$ cat config.mk
export PLATFORM = sky130hd
export DESIGN_NAME = nco_period_detector
export DESIGN_NICKNAME = d
export VERILOG_FILES = /design/src/rtl/nco_period_detector.sv
export SDC_FILE = /design/constraint.sdc
export NUM_CORES = 1
export LEC_CHECK = 0
export CAP_MARGIN = 20
export CORE_ASPECT_RATIO = 0.75
export CORE_UTILIZATION = 25
export DETAILED_ROUTE_END_ITERATION = 10
export GPL_ROUTABILITY_DRIVEN = 1
export PLACE_DENSITY = 0.4
export SETUP_SLACK_MARGIN = 0.5
export SYNTH_ARGS = -nofsm -noshare
export SYNTH_HDL_FRONTEND = slang
export SYNTH_SLANG_ARGS = --single-unit
$ cat constraint.sdc
create_clock -name clk -period 9.1 [get_ports clk]
set_input_delay 1.365 -clock clk [delete_from_list [all_inputs] [get_ports clk]]
set_output_delay 1.365 -clock clk [all_outputs]
set_load 0.02 [all_outputs]
$ cat src/rtl/nco_period_detector.sv
// nco_period_detector
//
// Measures the period of a signed sine stream, counted in valid samples, and
// reports when that period has stayed stable for a number of measurements.
// A rising crossing needs the waveform to first fall to -HYST ("arm") and then
// rise to +HYST. The valid-sample distance between two crossings is the period.
//
// Ports
//   clk           sole clock, rising edge
//   rst           asynchronous, active-low reset
//   sample_valid  qualifies sample this cycle
//   sample        signed 16-bit sine sample
//   period        last measured period (valid samples); holds between updates
//   period_valid  one-cycle pulse, period was just updated
//   locked        LOCK_CNT consecutive periods within +/-TOL of their predecessor
//   timeout       one-cycle pulse, no crossing seen within MAX_PERIOD samples
module nco_period_detector #(
  parameter logic [15:0] HYST       = 16'd256,
  parameter logic [15:0] MAX_PERIOD = 16'd4096,
  parameter int          LOCK_CNT   = 4,
  parameter int          TOL        = 2
) (
  input  logic        clk,
  input  logic        rst,
  input  logic        sample_valid,
  input  logic [15:0] sample,
  output logic [15:0] period,
  output logic        period_valid,
  output logic        locked,
  output logic        timeout
);

  localparam int DATA_W = 16;
  localparam int DIFF_W = DATA_W + 1;
  localparam int MC_W   = $clog2(LOCK_CNT + 1);

  // Thresholds and tolerance widened to 17 bits so that +/-HYST and any
  // period difference are representable without wrap.
  localparam logic signed [DIFF_W-1:0] HYST_POS = $signed({1'b0, HYST});
  localparam logic signed [DIFF_W-1:0] HYST_NEG = -HYST_POS;
  localparam logic signed [DIFF_W-1:0] TOL_S    = DIFF_W'(TOL);
  localparam logic [MC_W-1:0]          LOCK_M   = MC_W'(LOCK_CNT);

  typedef enum logic [1:0] {
    IDLE    = 2'd0,
    MEASURE = 2'd1,
    LOCKED  = 2'd2
  } state_t;

  state_t                     state_q, state_d;
  logic                       arm_q, arm_d;
  logic [DATA_W-1:0]          cnt_q, cnt_d;
  logic [MC_W-1:0]            match_q, match_d;
  logic [DATA_W-1:0]          ref_q, ref_d;
  logic                       ref_vld_q, ref_vld_d;
  logic [DATA_W-1:0]          period_p1, period_d;
  logic                       vld_p1, vld_d;
  logic                       tmo_p1, tmo_d;
  logic                       locked_p1, locked_d;
  logic signed [DIFF_W-1:0]   sample_x;
  logic                       crossing;
  logic                       same;

  function automatic logic [DATA_W-1:0] sat_inc(input logic [DATA_W-1:0] c);
    if (c >= MAX_PERIOD) return MAX_PERIOD;
    return c + 16'd1;
  endfunction

  function automatic logic [MC_W-1:0] sat_match(input logic [MC_W-1:0] m);
    if (m >= LOCK_M) return LOCK_M;
    return m + 1'b1;
  endfunction

  // |a - b| <= TOL, computed on 17-bit signed values so that any pair of
  // 16-bit periods gives an exact difference.
  function automatic logic period_match(input logic [DATA_W-1:0] a,
                                        input logic [DATA_W-1:0] b);
    logic signed [DIFF_W-1:0] diff;
    diff = $signed({1'b0, a}) - $signed({1'b0, b});
    if (diff[DIFF_W-1]) diff = -diff;
    return (diff <= TOL_S);
  endfunction

  assign sample_x = {sample[DATA_W-1], sample};

  always_comb begin
    state_d   = state_q;
    arm_d     = arm_q;
    cnt_d     = cnt_q;
    match_d   = match_q;
    ref_d     = ref_q;
    ref_vld_d = ref_vld_q;
    period_d  = period_p1;
    vld_d     = 1'b0;
    tmo_d     = 1'b0;
    locked_d  = locked_p1;
    crossing  = 1'b0;
    same      = 1'b0;

    if (sample_valid) begin
      crossing = arm_q && (sample_x >= HYST_POS);
      // cnt counts the crossing sample itself as 1, so at the next crossing
      // it holds exactly the number of valid samples in between.
      cnt_d    = crossing ? 16'd1 : sat_inc(cnt_q);

      if (crossing)                   arm_d = 1'b0;
      else if (sample_x <= HYST_NEG)  arm_d = 1'b1;

      if (crossing) begin
        if (state_q == IDLE) begin
          // Only opens a measurement window; no period yet.
          state_d   = MEASURE;
          ref_vld_d = 1'b0;
          match_d   = '0;
        end else begin
          period_d  = cnt_q;
          vld_d     = 1'b1;
          ref_d     = cnt_q;
          ref_vld_d = 1'b1;
          same      = ref_vld_q && period_match(cnt_q, ref_q);
          match_d   = same ? sat_match(match_q) : '0;
          if (state_q == MEASURE && match_d == LOCK_M) begin
            state_d  = LOCKED;
            locked_d = 1'b1;
          end else if (state_q == LOCKED && !same) begin
            state_d  = MEASURE;
            locked_d = 1'b0;
          end
        end
      end else if (state_q != IDLE && cnt_q == MAX_PERIOD) begin
        // A crossing on this same sample would have taken the branch above.
        tmo_d     = 1'b1;
        state_d   = IDLE;
        locked_d  = 1'b0;
        arm_d     = 1'b0;
        match_d   = '0;
        ref_vld_d = 1'b0;
      end
    end
  end

  // Stage p1: registered state and outputs
  always_ff @(posedge clk or negedge rst) begin
    if (!rst) begin
      state_q   <= IDLE;
      arm_q     <= 1'b0;
      cnt_q     <= '0;
      match_q   <= '0;
      ref_vld_q <= 1'b0;
      period_p1 <= '0;
      vld_p1    <= 1'b0;
      tmo_p1    <= 1'b0;
      locked_p1 <= 1'b0;
    end else begin
      state_q   <= state_d;
      arm_q     <= arm_d;
      cnt_q     <= cnt_d;
      match_q   <= match_d;
      ref_vld_q <= ref_vld_d;
      period_p1 <= period_d;
      vld_p1    <= vld_d;
      tmo_p1    <= tmo_d;
      locked_p1 <= locked_d;
    end
  end

  // Reference period is only ever read while ref_vld_q is set.
  always_ff @(posedge clk) begin
    ref_q <= ref_d;
  end

  assign period       = period_p1;
  assign period_valid = vld_p1;
  assign locked       = locked_p1;
  assign timeout      = tmo_p1;

endmodule
[Word-level counts from Yosys, hierarchy flattened]
Index checks and enable logic that the tools add are counted.
Storage, ports and cells
  word-level logic and storage cells: 83
  output and inout port bits: 19
  input port bits: 19
  register bits: 58
Cells by class
  equality and inequality tests: 7
  magnitude comparators: 5
  bitwise logic cells: 1
  reduce and logical (&&, ||, !) cells: 13
  add/sub/neg operators: 4
  muxes and demuxes: 43
Operator list (number)
  2-to-1 mux 17 bit: 4
  2-to-1 mux 16 bit: 3
  2-to-1 mux 3 bit: 9
  2-to-1 mux 1 bit: 22
  less-or-equal comparator 17 x 3 -> 1 bit, second input constant: 1
  negator 17 bit: 1
  subtractor 16 x 16 -> 17 bit: 1
  adder 16 x 1 -> 16 bit, second input constant: 1
  equality test 16 x 13 -> 1 bit, second input constant: 1
  >= comparator 16 x 10 -> 1 bit, second input constant: 1
  >= comparator 16 x 13 -> 1 bit, second input constant: 1
  less-or-equal comparator 16 x 9 -> 1 bit, second input constant: 1
  2-to-1 mux 2 bit: 5
  AND reduction 3 bit: 2
  logical AND 1 bit: 5
  != test 4 x 1 -> 1 bit, second input constant: 1
  AND reduction 4 bit: 1
  nonzero test 2 bit: 2
  adder 3 x 1 -> 3 bit, second input constant: 1
  equality test 3 bit, second input constant: 1
  >= comparator 3 bit, second input constant: 1
  != test 3 x 1 -> 1 bit, second input constant: 1
  equality test 2 x 1 -> 1 bit, second input constant: 1
  equality test 2 bit, second input constant: 1
  other kinds (5): 5

[Depth between registers and ports, before layout]
  depth in word-level cells: 15
  gate-level depth with buffers: 15
  gate-level depth less buffers: 14

[Worst setup path after synthesis]
Ideal clock, no wire load.
  path kind: input to register
  start: input sample[10]
  end: register ref_q[0], enable pin
  arrival time: 3323 ps
  path buffers: 2
  required time: 8713 ps
  library setup time: 387 ps
  stages on the path: 8
  setup slack: 5390 ps
  path through: or4_1 -> nor4_1 -> nor3b_1 -> nand2_1 -> or2_2 -> clkbuf_1 -> inv_1 -> buf_1
On the way
  word-level cells in the longest chain between the ends: 3
RTL lines
  from (decl): RTL line 26  | input logic [15:0] sample,
  >= comparator 16 x 10 -> 1 bit: RTL line 101  | crossing = arm_q && (sample_x >= HYST_POS);
  logical AND 1 bit: RTL line 101
  AND reduction 3 bit (no line)
  to (signal assigned): RTL line 169  | ref_q <= ref_d;
  to (decl): RTL line 54  | logic [DATA_W-1:0] ref_q, ref_d;
Every way passes these cells.
A chain may end at the register's enable or synchronous reset.

[Worst setup path after layout]
  start: register cnt_q[0]
  end: register match_q[0]
On the way
  word-level cells in the longest chain between the ends: 11
  elaborated cells between the ends (all ways): 15
  classes of those cells: add/sub: 2; order compare: 1; eq/ne: 1; mux: 7; reduce/logical: 4
RTL lines
  from (decl): RTL line 52  | logic [DATA_W-1:0] cnt_q, cnt_d;
  from (signal assigned): RTL line 157  | cnt_q <= cnt_d;
  subtractor 16 x 16 -> 17 bit: RTL line 79  | diff = $signed({1'b0, a}) - $signed({1'b0, b});
  negator 17 bit: RTL line 80  | if (diff[DIFF_W-1]) diff = -diff;
  2-to-1 mux 17 bit: RTL line 80
  2-to-1 mux 17 bit: RTL line 110  | if (state_q == IDLE) begin
  2-to-1 mux 17 bit: RTL line 109  | if (crossing) begin
  2-to-1 mux 17 bit: RTL line 100  | if (sample_valid) begin
  less-or-equal comparator 17 x 3 -> 1 bit: RTL line 81  | return (diff <= TOL_S);
  logical AND 1 bit: RTL line 120  | same = ref_vld_q && period_match(cnt_q, ref_q);
  2-to-1 mux 3 bit: RTL line 121  | match_d = same ? sat_match(match_q) : '0;
  2-to-1 mux 3 bit: RTL line 110
  2-to-1 mux 3 bit: RTL line 109
  to (signal assigned): RTL line 158  | match_q <= match_d;
  to (decl): RTL line 53  | logic [MC_W-1:0] match_q, match_d;
Parallel ways exist; a longest one is shown, timed or not. The select of a mux whose other input is x is not followed.

==> implementation parameters <==
Parameter                              Value

Clock tree
  Clock Pin Slew Worst Setup and Hold Paths    ~0.06 ns
  CTS Buffer Depth    2
  Num Clock Sinks    58
  Number of H-tree levels    3
  Number of buffers created by CTS    9
  Clock tree from TritonCTS    done
  Clock insertion delay at the later pin of the skew report    0.34 ns
  Root Driver    sky130_fd_sc_hd__clkbuf_16
  Number of post-CTS setup repair buffers    0
  Cts-stage hold buffer count    0
  Post-CTS Resized    0

Worst setup path
  Largest fanout on the critical path    5
  Endpoint type of the worst setup path    register
  Critical path class    reg -> reg
  Worst setup SP type    register
  R2R Path End    match_q[0]
  Internal reg-to-reg setup slack    4.79 ns
  Crit path required time    9.33 ns
  Setup crit end    match_q[0]
  Reg-to-reg critical path startpoint    cnt_q[0]
  Crit path arrival time    4.54 ns
  Critical path launch point    cnt_q[0]
  Worst reg2reg path depth    14

Finish
  Layout cell share with drive strength beyond 1    8.83%
  Final Core Density    31.6%
  Number of cells in the finished layout apart from fillers    731
  Nets    about 560
  Number of fill cells in the layout    1675
  Antenna diodes    0
  Area overhead of the layout relative to synthesis    22.5%

STA
  PnR worst setup slack    4.79 ns
  Worst clock skew    0.0142 ns
  Count of final setup violators    0
  Pin slew with the least headroom to its limit    0.864 ns
  Maximum frequency from static timing analysis    0.232 GHz
  Relative slew slack    a little over two fifths
  Final worst path period share    47.4%
  Final sum of negative setup slack    0 ns
  Final hold violation count    0
  Time the worst path needs with I/O delays and setup    4.31 ns
  Total count of max-transition violations in the final report    0
  RSZ-0062 raised after global routing    false

Logic synthesis
  Share of the yosys chip area belonging to registers    36.7%
  Leading register cell type out of synthesis    sky130_fd_sc_hd__dfrtp_1
  Number of flip-flops and latches in the synthesized netlist    58
  Post-synthesis cell area    0.00417 mm^2
  Fraction of synthesized cell area taken by the top area cell type    25.2%
  Count of mapped cells out of synthesis    between 400 and 500
  Total number of yosys warnings    0
  Largest cells by area after synthesis    sky130_fd_sc_hd__dfrtp_1, sky130_fd_sc_hd__edfxtp_1, sky130_fd_sc_hd__nand2_1
  Cell taking the most area after synthesis    sky130_fd_sc_hd__dfrtp_1
  Number of nets in the synthesized netlist    520
  Post-synth ARST share    between 70% and 80%
  Avg Cell Area, Syn    about 8.7 um^2
  Post-synth cell types    between 70 and 80
  Number of enable-type register cells in the synthesized netlist    16

Drt
  Via density per instance    5.04
  DRC violation count after routing    0
  Count of vias placed by the detailed router    3687
  Final routed wirelength across all metal layers    11600 um
  Number of nets with antenna violations after routing    0
  Number of iterations in the first detailed-routing pass    4
  Routed WL per cell    15.9 um
  DRT iter0 DRCs    301

Power and ir drop
  Reported net switching power    0.000338 W
  Maximum ir drop on the vdd rail    between 0.07 and 0.08 mV
  Pint    0.000650 W
  Part of the total power dissipated in combinational logic    30.2%
  Fraction of power consumed by sequential logic    32.4%
  Total power consumption of the routed design    0.000988 W
  Reported leakage power    2.20 nW
  Switching portion of total power    34.2%
  Power per unit of standard cell area    193 mW/mm^2
  Clock network power share    37.4%

Job
  Reported max-cap violation count    0

Min path
  HP Start    period[7]
  Type of the worst min-delay path    reg -> reg

Placed design
  Sum of net half-perimeters after detailed placement    8730 um
  Number of port buffers    37
  Setup slack at placement    4.57 ns
  Routability Congestion    0.808
  Number of instances in the placed design    between 700 and 800

GRT
  Largest net degree at the start of global routing    43
  GR Util All Layers    14.5%
  Number of global-route vias before repair    3492
  Wire length of the first global-routing pass    approximately 19000 um
  Global route overflow    0
  Initial antenna violation count    0

Floorplan
  Die boundary height    between 100 and 150 um
  Cell row count    40
  Horizontal die dimension    151 um
  Total Die Area    0.0172 mm^2
  Core footprint    0.0162 mm^2
  Initial standard-cell utilization of the core    25.8%
  I/O Pins    38

Outcome
  Outcome    complete, no violations
critical path, cell delays in order, from the launching register on:
cell and delay [ns]:
sky130_fd_sc_hd__dfrtp_1 0.37, sky130_fd_sc_hd__inv_1 0.13, sky130_fd_sc_hd__ha_1 0.25, sky130_fd_sc_hd__fa_1 0.43
sky130_fd_sc_hd__nand2b_1 0.22, sky130_fd_sc_hd__a21oi_1 0.25, sky130_fd_sc_hd__xor2_1 0.34, sky130_fd_sc_hd__nor3_1 0.15
sky130_fd_sc_hd__mux2_2 0.30, sky130_fd_sc_hd__o32a_1 0.29, sky130_fd_sc_hd__nand4bb_1 0.29, sky130_fd_sc_hd__or3_1 0.36
sky130_fd_sc_hd__nor4_1 0.31, sky130_fd_sc_hd__o211ai_1 0.24, sky130_fd_sc_hd__o31ai_1 0.29
cells in the final DEF, fill, tap and decap left out, types with 12 or more instances in the layout:
master                             n
sky130_fd_sc_hd__clkbuf_16        12
sky130_fd_sc_hd__edfxtp_1         16
sky130_fd_sc_hd__a21oi_1          24
sky130_fd_sc_hd__nand3_1          15
sky130_fd_sc_hd__nand2b_1         15
sky130_fd_sc_hd__clkdlybuf4s50_1  36
sky130_fd_sc_hd__o21ai_0          34
sky130_fd_sc_hd__dfrtp_1          42
sky130_fd_sc_hd__nor2_1           24
sky130_fd_sc_hd__nand2_1          73
sky130_fd_sc_hd__ha_1             20
sky130_fd_sc_hd__nor3_1           17
sky130_fd_sc_hd__inv_1            31
cells by family after synthesis:
kind of cell | after synthesis | synth area share, %
AOI/OAI and AO/OA | 142 | 24.8
muxes | 8 | 2.04
buffers and inverters | 47 | 4.44
xor gates and xnor gates | 4 | 1.02
adders and majority gates | 21 | 6.48
DFF | 58 | 36.7
and+or+nand+nor | 200 | 24.5
synthesized netlist by cell type, drive strengths merged, types with 3 or more instances:
master and instances:
nand2 73, dfrtp 42, o21ai 37, inv 31, a21oi 26, nor2 25, ha 20, nor3 17
edfxtp 16, nand2b 15, nand3 15, and3 11, clkbuf 9, nor4 9, a21o 8, a31oi 7
buf 7, nand4 6, o31ai 6, a21boi 5, and2 5, nor2b 5, a211o 4, a211oi 4
a221oi 4, mux2 4, mux2i 4, nor3b 4, o211a 4, o211ai 4, o22ai 4, or2 4
o22a 3, or3 3, xor2 3
power by group through the flow:
| stage | clock [W] | sequential [W] | combinational (W) |
|---|---|---|---|
| after global placement | 0 | 0.000325 | 0.000297 |
| after CTS | 0.000380 | 0.000321 | 0.000297 |
| after floorplan | 0 | 0.000326 | 0.000198 |
| final | 0.000370 | 0.000320 | 0.000298 |
| after detailed placement | 0 | 0.000326 | 0.000295 |
| after global routing | 0.000390 | 0.000324 | 0.000329 |
registers in the layout, indices dropped and copies added, names as in the netlist:
register / cells
match_q: 3
cnt_q: 16
locked: 1
period: 16
ref_q: 16
timeout: 1
state_q: 2
period_valid: 1
arm_q: 1
ref_vld_q: 1
per-layer routing:
layer	vias to the layer above	wire (um)	global-route usage [%]
met1	1737	6140	21.5
met5	-	0	0
met2	95	4850	20.6
met4	0	77	4.27
met3	4	571	3.40
li1	1851	-	-
final cells by class:
cell class | count | area (um^2) | area share [%]
clock inverters | 4 | 35.0 | 0.686
inverters | 31 | 116 | 2.28
flip-flops and latches | 58 | 1530 | 30.0
well taps | 210 | 263 | 5.14
clock buffers | 12 | 300 | 5.88
repair buffers | 41 | 408 | 7.98
multi-input cells | 375 | 2450 | 48.1
through the flow:
step / hold slack, ns / instance area [um^2]
floorplan: 0.455 / 4170
global placement: 0.459 / 4750
detailed placement: 0.463 / 4750
CTS: 0.476 / 5090
global route: 0.500 / 5110
finish: 0.470 / 5110
worst min-delay path by stage:
stage,endpoint,slack [ns],cells past startpoint
after floorplan,arm_q,0.45,2
after global placement,period[8],0.46,2
after detailed placement,period[7],0.46,2
after CTS,period[7],0.48,2
after global routing,ref_q[0],0.50,0
final,period[7],0.47,2
(Power assumes the default switching activity.)
